`config.mk`:
```
export PLATFORM = sky130hd
export DESIGN_NAME = mem_processor_flat
export DESIGN_NICKNAME = d
export VERILOG_FILES = /design/src/rtl/proc_pkg.sv /design/src/rtl/mem_processor_if.sv /design/src/rtl/proc_alu.sv /design/src/rtl/mem_processor.sv /design/src/flat_wrapper.sv
export SDC_FILE = /design/constraint.sdc
export NUM_CORES = 1
export LEC_CHECK = 0
export CORE_ASPECT_RATIO = 1.5
export CORE_MARGIN = 2
export CORE_UTILIZATION = 41
export DETAILED_ROUTE_END_ITERATION = 7
export GPL_ROUTABILITY_DRIVEN = 0
export HOLD_SLACK_MARGIN = 0.08
export PLACE_DENSITY = 0.61
export SYNTH_ARGS = -nofsm -noshare
export SYNTH_HDL_FRONTEND = slang
export SYNTH_SLANG_ARGS = --single-unit
```
`constraint.sdc`:
```
create_clock -name Clock -period 9.1 [get_ports Clock]
set_input_delay 0.91 -clock Clock [delete_from_list [all_inputs] [get_ports Clock]]
set_output_delay 0.91 -clock Clock [all_outputs]
set_load 0.02 [all_outputs]
```
`src/rtl/proc_pkg.sv`:
```
// Shared opcodes, step encodings and IR field positions for mem_processor.
// Shift opcodes count as ALU operations only when PROC_SHIFT_EN is defined.
package proc_pkg;

    localparam logic [3:0] OpMv   = 4'd0;
    localparam logic [3:0] OpMvi  = 4'd1;
    localparam logic [3:0] OpAdd  = 4'd2;
    localparam logic [3:0] OpSub  = 4'd3;
    localparam logic [3:0] OpOr   = 4'd4;
    localparam logic [3:0] OpSlt  = 4'd5;
    localparam logic [3:0] OpSll  = 4'd6;
    localparam logic [3:0] OpSrl  = 4'd7;
    localparam logic [3:0] OpLd   = 4'd8;
    localparam logic [3:0] OpSt   = 4'd9;
    localparam logic [3:0] OpMvnz = 4'd10;

    localparam int unsigned IrW     = 10;
    localparam int unsigned IrOpMsb = 9;
    localparam int unsigned IrOpLsb = 6;
    localparam int unsigned IrXMsb  = 5;
    localparam int unsigned IrXLsb  = 3;
    localparam int unsigned IrYMsb  = 2;
    localparam int unsigned IrYLsb  = 0;

    typedef enum logic [2:0] {
        T0 = 3'd0,
        T1 = 3'd1,
        T2 = 3'd2,
        T3 = 3'd3,
        T4 = 3'd4,
        T5 = 3'd5
    } step_e;

    typedef enum logic [1:0] {
        SelNone = 2'd0,
        SelReg  = 2'd1,
        SelDin  = 2'd2,
        SelG    = 2'd3
    } bus_sel_e;

    function automatic logic [3:0] ir_op(input logic [IrW-1:0] ir);
        return ir[IrOpMsb:IrOpLsb];
    endfunction

    function automatic logic [2:0] ir_x(input logic [IrW-1:0] ir);
        return ir[IrXMsb:IrXLsb];
    endfunction

    function automatic logic [2:0] ir_y(input logic [IrW-1:0] ir);
        return ir[IrYMsb:IrYLsb];
    endfunction

    // Opcodes that take the three-step A/G datapath.
    function automatic logic is_alu_op(input logic [3:0] op);
        logic alu;
        alu = (op == OpAdd) || (op == OpSub) || (op == OpOr) || (op == OpSlt);
`ifdef PROC_SHIFT_EN
        alu = alu || (op == OpSll) || (op == OpSrl);
`endif
        return alu;
    endfunction

endpackage

```
`src/rtl/mem_processor_if.sv`:
```
// Synchronous memory port of mem_processor: address/write data/strobe out, read data in.
interface mem_processor_if #(
    parameter int unsigned DATA_W = 16,
    parameter int unsigned ADDR_W = 8
);
    logic [DATA_W-1:0] DIN;
    logic [ADDR_W-1:0] ADDR;
    logic [DATA_W-1:0] DOUT;
    logic              W;

    modport master (
        input  DIN,
        output ADDR,
        output DOUT,
        output W
    );

    modport slave (
        output DIN,
        input  ADDR,
        input  DOUT,
        input  W
    );
endinterface

```
`src/rtl/proc_alu.sv`:
```
// Combinational ALU for mem_processor: add/sub/or/slt, plus sll/srl when PROC_SHIFT_EN is defined.
module proc_alu
    import proc_pkg::*;
#(
    parameter int unsigned DATA_W = 16
) (
    input  logic [DATA_W-1:0] i_a,
    input  logic [DATA_W-1:0] i_b,
    input  logic [3:0]        i_op,
    output logic [DATA_W-1:0] o_result
);

`ifdef PROC_SHIFT_EN
    localparam int unsigned ShW = $clog2(DATA_W);
`endif

    always_comb begin
        o_result = '0;
        case (i_op)
            OpAdd:   o_result = i_a + i_b;
            OpSub:   o_result = i_a - i_b;
            OpOr:    o_result = i_a | i_b;
            OpSlt:   o_result = {{(DATA_W-1){1'b0}}, ($signed(i_a) < $signed(i_b))};
`ifdef PROC_SHIFT_EN
            OpSll:   o_result = i_a << i_b[ShW-1:0];
            OpSrl:   o_result = i_a >> i_b[ShW-1:0];
`endif
            default: o_result = '0;
        endcase
    end

endmodule

```
`src/rtl/mem_processor.sv`:
```
// Multi-cycle bus-based processor with eight registers (R7 = PC) and a synchronous memory port.
// Shift instructions are built only when PROC_SHIFT_EN is defined; otherwise they act as nop.
module mem_processor
    import proc_pkg::*;
#(
    parameter int unsigned DATA_W = 16,
    parameter int unsigned ADDR_W = 8
) (
    input  logic              Clock,
    input  logic              Resetn,
    input  logic              Run,
    mem_processor_if.master   mem,
    output logic              Done,
    output logic [DATA_W-1:0] BusWires,
    output logic [2:0]        Step
);

    logic [DATA_W-1:0] r_regs [8];
    logic [DATA_W-1:0] r_a;
    logic [DATA_W-1:0] r_g;
    logic [IrW-1:0]    r_ir;
    logic [ADDR_W-1:0] r_addr;
    logic [DATA_W-1:0] r_dout;
    step_e             r_step;

    step_e             w_step_next;
    bus_sel_e          w_bus_sel;
    logic [2:0]        w_bus_reg;
    logic [3:0]        w_op;
    logic [2:0]        w_x;
    logic [2:0]        w_y;
    logic              w_is_alu;
    logic              w_rx_ld;
    logic              w_pc_inc;
    logic              w_addr_ld;
    logic              w_dout_ld;
    logic              w_ir_ld;
    logic              w_a_ld;
    logic              w_g_ld;
    logic              w_write;
    logic [DATA_W-1:0] w_alu_result;

    assign w_op     = ir_op(r_ir);
    assign w_x      = ir_x(r_ir);
    assign w_y      = ir_y(r_ir);
    assign w_is_alu = is_alu_op(w_op);

    proc_alu #(
        .DATA_W (DATA_W)
    ) u_alu (
        .i_a      (r_a),
        .i_b      (BusWires),
        .i_op     (w_op),
        .o_result (w_alu_result)
    );

    always_comb begin
        w_step_next = r_step;
        w_bus_sel   = SelNone;
        w_bus_reg   = 3'd0;
        w_rx_ld     = 1'b0;
        w_pc_inc    = 1'b0;
        w_addr_ld   = 1'b0;
        w_dout_ld   = 1'b0;
        w_ir_ld     = 1'b0;
        w_a_ld      = 1'b0;
        w_g_ld      = 1'b0;
        w_write     = 1'b0;
        Done        = 1'b0;
        unique case (r_step)
            T0: begin
                if (Run) begin
                    w_bus_sel   = SelReg;
                    w_bus_reg   = 3'd7;
                    w_addr_ld   = 1'b1;
                    w_pc_inc    = 1'b1;
                    w_step_next = T1;
                end
            end
            T1: w_step_next = T2;
            T2: begin
                w_bus_sel   = SelDin;
                w_ir_ld     = 1'b1;
                w_step_next = T3;
            end
            T3: begin
                w_step_next = T4;
                if (w_op == OpMv) begin
                    w_bus_sel   = SelReg;
                    w_bus_reg   = w_y;
                    w_rx_ld     = 1'b1;
                    Done        = 1'b1;
                    w_step_next = T0;
                end else if (w_op == OpMvi) begin
                    w_bus_sel = SelReg;
                    w_bus_reg = 3'd7;
                    w_addr_ld = 1'b1;
                    w_pc_inc  = 1'b1;
                end else if (w_is_alu) begin
                    w_bus_sel = SelReg;
                    w_bus_reg = w_x;
                    w_a_ld    = 1'b1;
                end else if (w_op == OpLd) begin
                    w_bus_sel = SelReg;
                    w_bus_reg = w_y;
                    w_addr_ld = 1'b1;
                end else if (w_op == OpSt) begin
                    w_bus_sel = SelReg;
                    w_bus_reg = w_y;
                    w_addr_ld = 1'b1;
                    w_dout_ld = 1'b1;
                end else if (w_op == OpMvnz) begin
                    w_bus_sel   = SelReg;
                    w_bus_reg   = w_y;
                    w_rx_ld     = (r_g != '0);
                    Done        = 1'b1;
                    w_step_next = T0;
                end else begin
                    Done        = 1'b1;
                    w_step_next = T0;
                end
            end
            T4: begin
                w_step_next = T5;
                if (w_is_alu) begin
                    w_bus_sel = SelReg;
                    w_bus_reg = w_y;
                    w_g_ld    = 1'b1;
                end else if (w_op == OpSt) begin
                    w_write     = 1'b1;
                    Done        = 1'b1;
                    w_step_next = T0;
                end else if ((w_op != OpMvi) && (w_op != OpLd)) begin
                    w_step_next = T0;
                end
            end
            T5: begin
                w_step_next = T0;
                if (w_is_alu) begin
                    w_bus_sel = SelG;
                    w_rx_ld   = 1'b1;
                    Done      = 1'b1;
                end else if ((w_op == OpMvi) || (w_op == OpLd)) begin
                    w_bus_sel = SelDin;
                    w_rx_ld   = 1'b1;
                    Done      = 1'b1;
                end
            end
            default: w_step_next = T0;
        endcase
    end

    // Single-source bus; idle steps read as zero.
    always_comb begin
        BusWires = '0;
        unique case (w_bus_sel)
            SelReg:  BusWires = r_regs[w_bus_reg];
            SelDin:  BusWires = mem.DIN;
            SelG:    BusWires = r_g;
            default: BusWires = '0;
        endcase
    end

    always_ff @(posedge Clock or negedge Resetn) begin
        if (!Resetn) begin
            for (int i = 0; i < 8; i++) begin
                r_regs[i] <= '0;
            end
            r_a    <= '0;
            r_g    <= '0;
            r_ir   <= '0;
            r_addr <= '0;
            r_dout <= '0;
            r_step <= T0;
        end else begin
            r_step <= w_step_next;
            if (w_ir_ld) begin
                r_ir <= mem.DIN[IrW-1:0];
            end
            if (w_a_ld) begin
                r_a <= BusWires;
            end
            if (w_g_ld) begin
                r_g <= w_alu_result;
            end
            if (w_addr_ld) begin
                r_addr <= BusWires[ADDR_W-1:0];
            end
            if (w_dout_ld) begin
                r_dout <= r_regs[w_x];
            end
            // A bus write to R7 and a PC increment never share a step.
            for (int i = 0; i < 8; i++) begin
                if (w_rx_ld && (w_x == 3'(i))) begin
                    r_regs[i] <= BusWires;
                end else if ((i == 7) && w_pc_inc) begin
                    r_regs[i] <= r_regs[i] + 1'b1;
                end
            end
        end
    end

    assign mem.ADDR = r_addr;
    assign mem.DOUT = r_dout;
    assign mem.W    = w_write;
    assign Step     = r_step;

endmodule

```
`src/flat_wrapper.sv`:
```
// flat-port wrapper written by rule: the top's interface ports become plain ports
module mem_processor_flat import proc_pkg::*;
#(
    parameter int unsigned DATA_W = 16,
    parameter int unsigned ADDR_W = 8
)
  (Clock, Resetn, Run, Done, BusWires, Step, mem_DIN, mem_ADDR, mem_DOUT, mem_W);
  mem_processor_if #(.DATA_W(DATA_W), .ADDR_W(ADDR_W)) mem_i ();
  input  logic Clock;
  input  logic Resetn;
  input  logic Run;
  output logic Done;
  output logic [DATA_W-1:0] BusWires;
  output logic [2:0] Step;
  input wire logic [$bits(mem_i.DIN)-1:0] mem_DIN;
  output wire logic [$bits(mem_i.ADDR)-1:0] mem_ADDR;
  output wire logic [$bits(mem_i.DOUT)-1:0] mem_DOUT;
  output wire logic [$bits(mem_i.W)-1:0] mem_W;
  assign mem_i.DIN = mem_DIN;
  assign mem_ADDR = mem_i.ADDR;
  assign mem_DOUT = mem_i.DOUT;
  assign mem_W = mem_i.W;
  mem_processor #(.DATA_W(DATA_W), .ADDR_W(ADDR_W)) u_core (.Clock(Clock), .Resetn(Resetn), .Run(Run), .mem(mem_i), .Done(Done), .BusWires(BusWires), .Step(Step));
endmodule
```
==> impl_metrics.env <==
export IMPL_final_common_cell="nor2_1"
export IMPL_syn_area_um2=13200
export IMPL_synth_seq_area_share=0.373
export IMPL_die_area_um2=33700
export IMPL_n_antenna_cell=0
export IMPL_syn_nets=1396
export IMPL_io_pins=64
export IMPL_antenna_left=0
export IMPL_utilization=0.457
export IMPL_r2r_start="u_core.r_ir[7]"
export IMPL_cts_hold_buf=0
export IMPL_worstPathMaxFanout=37
export IMPL_core_area_um2=31800
export IMPL_period_share=0.699
export IMPL_synth_ff_type="dfrtp_1"
export IMPL_die_height_um=224
export IMPL_synth_edf_count=0
export IMPL_yosysWarnings=0
export IMPL_cts_tree="built"
export IMPL_grt_setup_unrepaired="no"
export IMPL_synth_top_family_by_area="compound AO/OA/AOI/OAI gates"
export IMPL_hold_path_class="input pin to asynchronous set/reset pin"
export IMPL_synth_avg_cell_area_um2=10.0
export IMPL_grt_max_degree=82
export IMPL_holdWs_ns=0.434
export IMPL_fill_cells=3062
export IMPL_ys_types=74
export IMPL_yosys_area_top_type_share=0.373
export IMPL_ys_async_sr_fraction=1.00
export IMPL_hold_violations=0
export IMPL_cts_resized=0
export IMPL_port_buffers=63
export IMPL_ctsHtreeMaxLevel=4
export IMPL_grt_pass1_wl_mm=61.3
export IMPL_drt_pass1_iterations=5
export IMPL_grt_pass1_vias=10300
export IMPL_die_w_um=151
export IMPL_skew_ns=0.0134
export IMPL_cts_buffers=17
export IMPL_synthMuxAreaShare=0.138
export IMPL_hpwl_mm=27.2
export IMPL_antenna_found_initial=0
export IMPL_routed_via_density=6.02
export IMPL_final_cells=1726
export IMPL_area_delta_synth_final_pct=9.96
export IMPL_start_util=0.416
export IMPL_clockRootBuffer="clkbuf_16"
export IMPL_layout_min_cycle_time_ns=6.36
export IMPL_setup_violations_final=0
export IMPL_nets=1380
export IMPL_rows=80
export IMPL_timing_critical_path_mode_cell="nand2_1"
export IMPL_crit_path_start_kind="register"
export IMPL_post_cts_setup_buffers=0
export IMPL_drcViolationCount=0
export IMPL_gr_usage_all_layers=0.238
export IMPL_drive_gt1_frac=0.183
export IMPL_seqCellArea_um2=4930
export IMPL_routed_wl_mm=38.9
export IMPL_post_drt_wl_per_cell_um=22.6
export IMPL_cts_sinks=197
export IMPL_mostFrequentLayoutCells="211 x nor2_1, 195 x dfrtp_1, 91 x a31oi_2, 83 x mux2i_1, 69 x a31oi_1"
export IMPL_cts_reportedPaths_clkPinSlew_ns=0.08
export IMPL_slowest_stage="dfrtp_1"
export IMPL_crit_type="register to register"
export IMPL_synth_xor_area_frac=0.0199
export IMPL_critical_path_top_delay_family="compound AO/OA/AOI/OAI gates"
export IMPL_relSlewSlack=0.184
export IMPL_yosys_area_top_type="dfrtp_1"
export IMPL_ys_seq_elements=197
export IMPL_worstPathBufferInverterCount=1
export IMPL_max_cap_violations=0
export IMPL_crit_required_ns=9.45
export IMPL_finalMaxSlewViolations=0
export IMPL_synth_simple_area_share=0.132
export IMPL_setup_tns_ns=0
export IMPL_dp_cells=1696
export IMPL_synthAdderAreaFrac=0.0541
export IMPL_slowest_delay_ns=0.93
export IMPL_multi_input_area_um2=7670
export IMPL_reg2regPathDepth=17
export IMPL_synthTopCellsByArea="dfrtp_1 37%, a31oi_2 8.5%, mux2i_1 6.3%, nor2_1 6.0%, mux4_2 5.4%"
export IMPL_rr_endpoint="u_core.r_g[10]"
export IMPL_max_freq_mhz=157
export IMPL_cts_max_path_buffers=2
export IMPL_endpoint_kind="register"
export IMPL_synth_compound_area_frac=0.232
export IMPL_path_cells="xor2_1 -> and2_1 -> buf_4 -> o21ai_1 -> nand2_1 -> nand2b_1 -> o221a_2 -> nand2_1 -> ha_1 -> fa_1 -> or2_2 -> a221oi_1 -> o21ai_0 -> o31ai_1 -> xnor2_1 -> o22ai_1 -> o22a_1"
export IMPL_drt_iter0_markers=709
export IMPL_tightestPinTransition_ns=1.22
export IMPL_status="complete, no violations"
export IMPL_arrival_ns=6.71
export IMPL_vias=10400
export IMPL_syn_inst=1321
export IMPL_clk_insertion_delay_late_ns=0.46
export IMPL_grt_overflow=0
export IMPL_r2r_setup_slack_ns=2.74
-- cells by family (layout without fill, tap and decap cells) --
logic type,after synthesis,count (layout)
XOR/XNOR,30,30
multiplexers,139,139
adder cells (fa/ha/maj),56,56
flip-flops,197,197
AO/OA/AOI/OAI,373,373
AND/OR/NAND/NOR,379,379
buffers and inverters,147,142
-- how the worst max path moves through the flow --
stage / startpoint / endpoint / slack, ns / cells after the start
detailed placement: Run / u_core.r_g[10] / 2.50 / 16
global placement: Run / u_core.r_g[10] / 2.63 / 16
floorplan: Run / u_core.r_g[10] / 4.10 / 16
finish: u_core.r_ir[7] / u_core.r_g[10] / 2.74 / 17
global route: u_core.r_ir[7] / u_core.r_g[10] / 2.38 / 17
CTS: u_core.r_ir[7] / u_core.r_g[10] / 2.86 / 17
-- registers in the layout (all words and copies together) (netlist names) --
register	flops
u_core.Step	3
u_core.mem.ADDR	8
u_core.mem.DOUT	16
u_core.r_ir	10
u_core.r_g	16
u_core.r_a	16
u_core.r_regs	128
-- cells in the mapped netlist (all sizes together), types with 3 or more instances --
cell type	instances
or4	4
buf	49
nand2	60
dfrtp	197
a31oi	160
mux4	32
and3	5
o22a	17
and4	3
nand4	4
ha	54
a21o	13
o31ai	4
xor2	5
xnor2	25
nand3	10
nor3b	4
a211oi	9
mux2	24
a221oi	3
clkbuf	70
o2111ai	3
or2	3
nor2b	4
o21bai	6
a311oi	4
o211ai	5
nand2b	8
inv	28
a21oi	61
and2	19
nor4	6
nor3	15
o21ai	37
nor4b	6
o21a	8
nor2	213
o22ai	7
mux2i	83
o221a	17
nand3b	6
-- metal layers --
layer	vias to the layer above	global-route usage	share of wire
li1	4834	-	-
met1	5139	0.306	0.41
met2	342	0.406	0.50
met3	72	0.0320	0.049
met4	0	0.0868	0.033
met5	-	0	0
-- layout make-up --
cell class	instances	share of cell area
repair buffers	84	0.0545
flip-flops and latches	197	0.339
multi-input cells	977	0.527
well taps	410	0.0353
clock buffers	21	0.0330
clock inverters	9	0.00378
inverters	28	0.00723
-- stage by stage --
stage	setup slack (ns)	area, µm²
2_1_floorplan	4.10	13200
3_3_place_gp	2.63	14000
3_5_place_dp	2.50	14000
4_1_cts	2.86	14500
5_1_grt	2.38	14500
6_report	2.74	14500
Power is not shown: default switching activity piles up to over one toggle a cycle in this logic, so the estimate is an artifact.
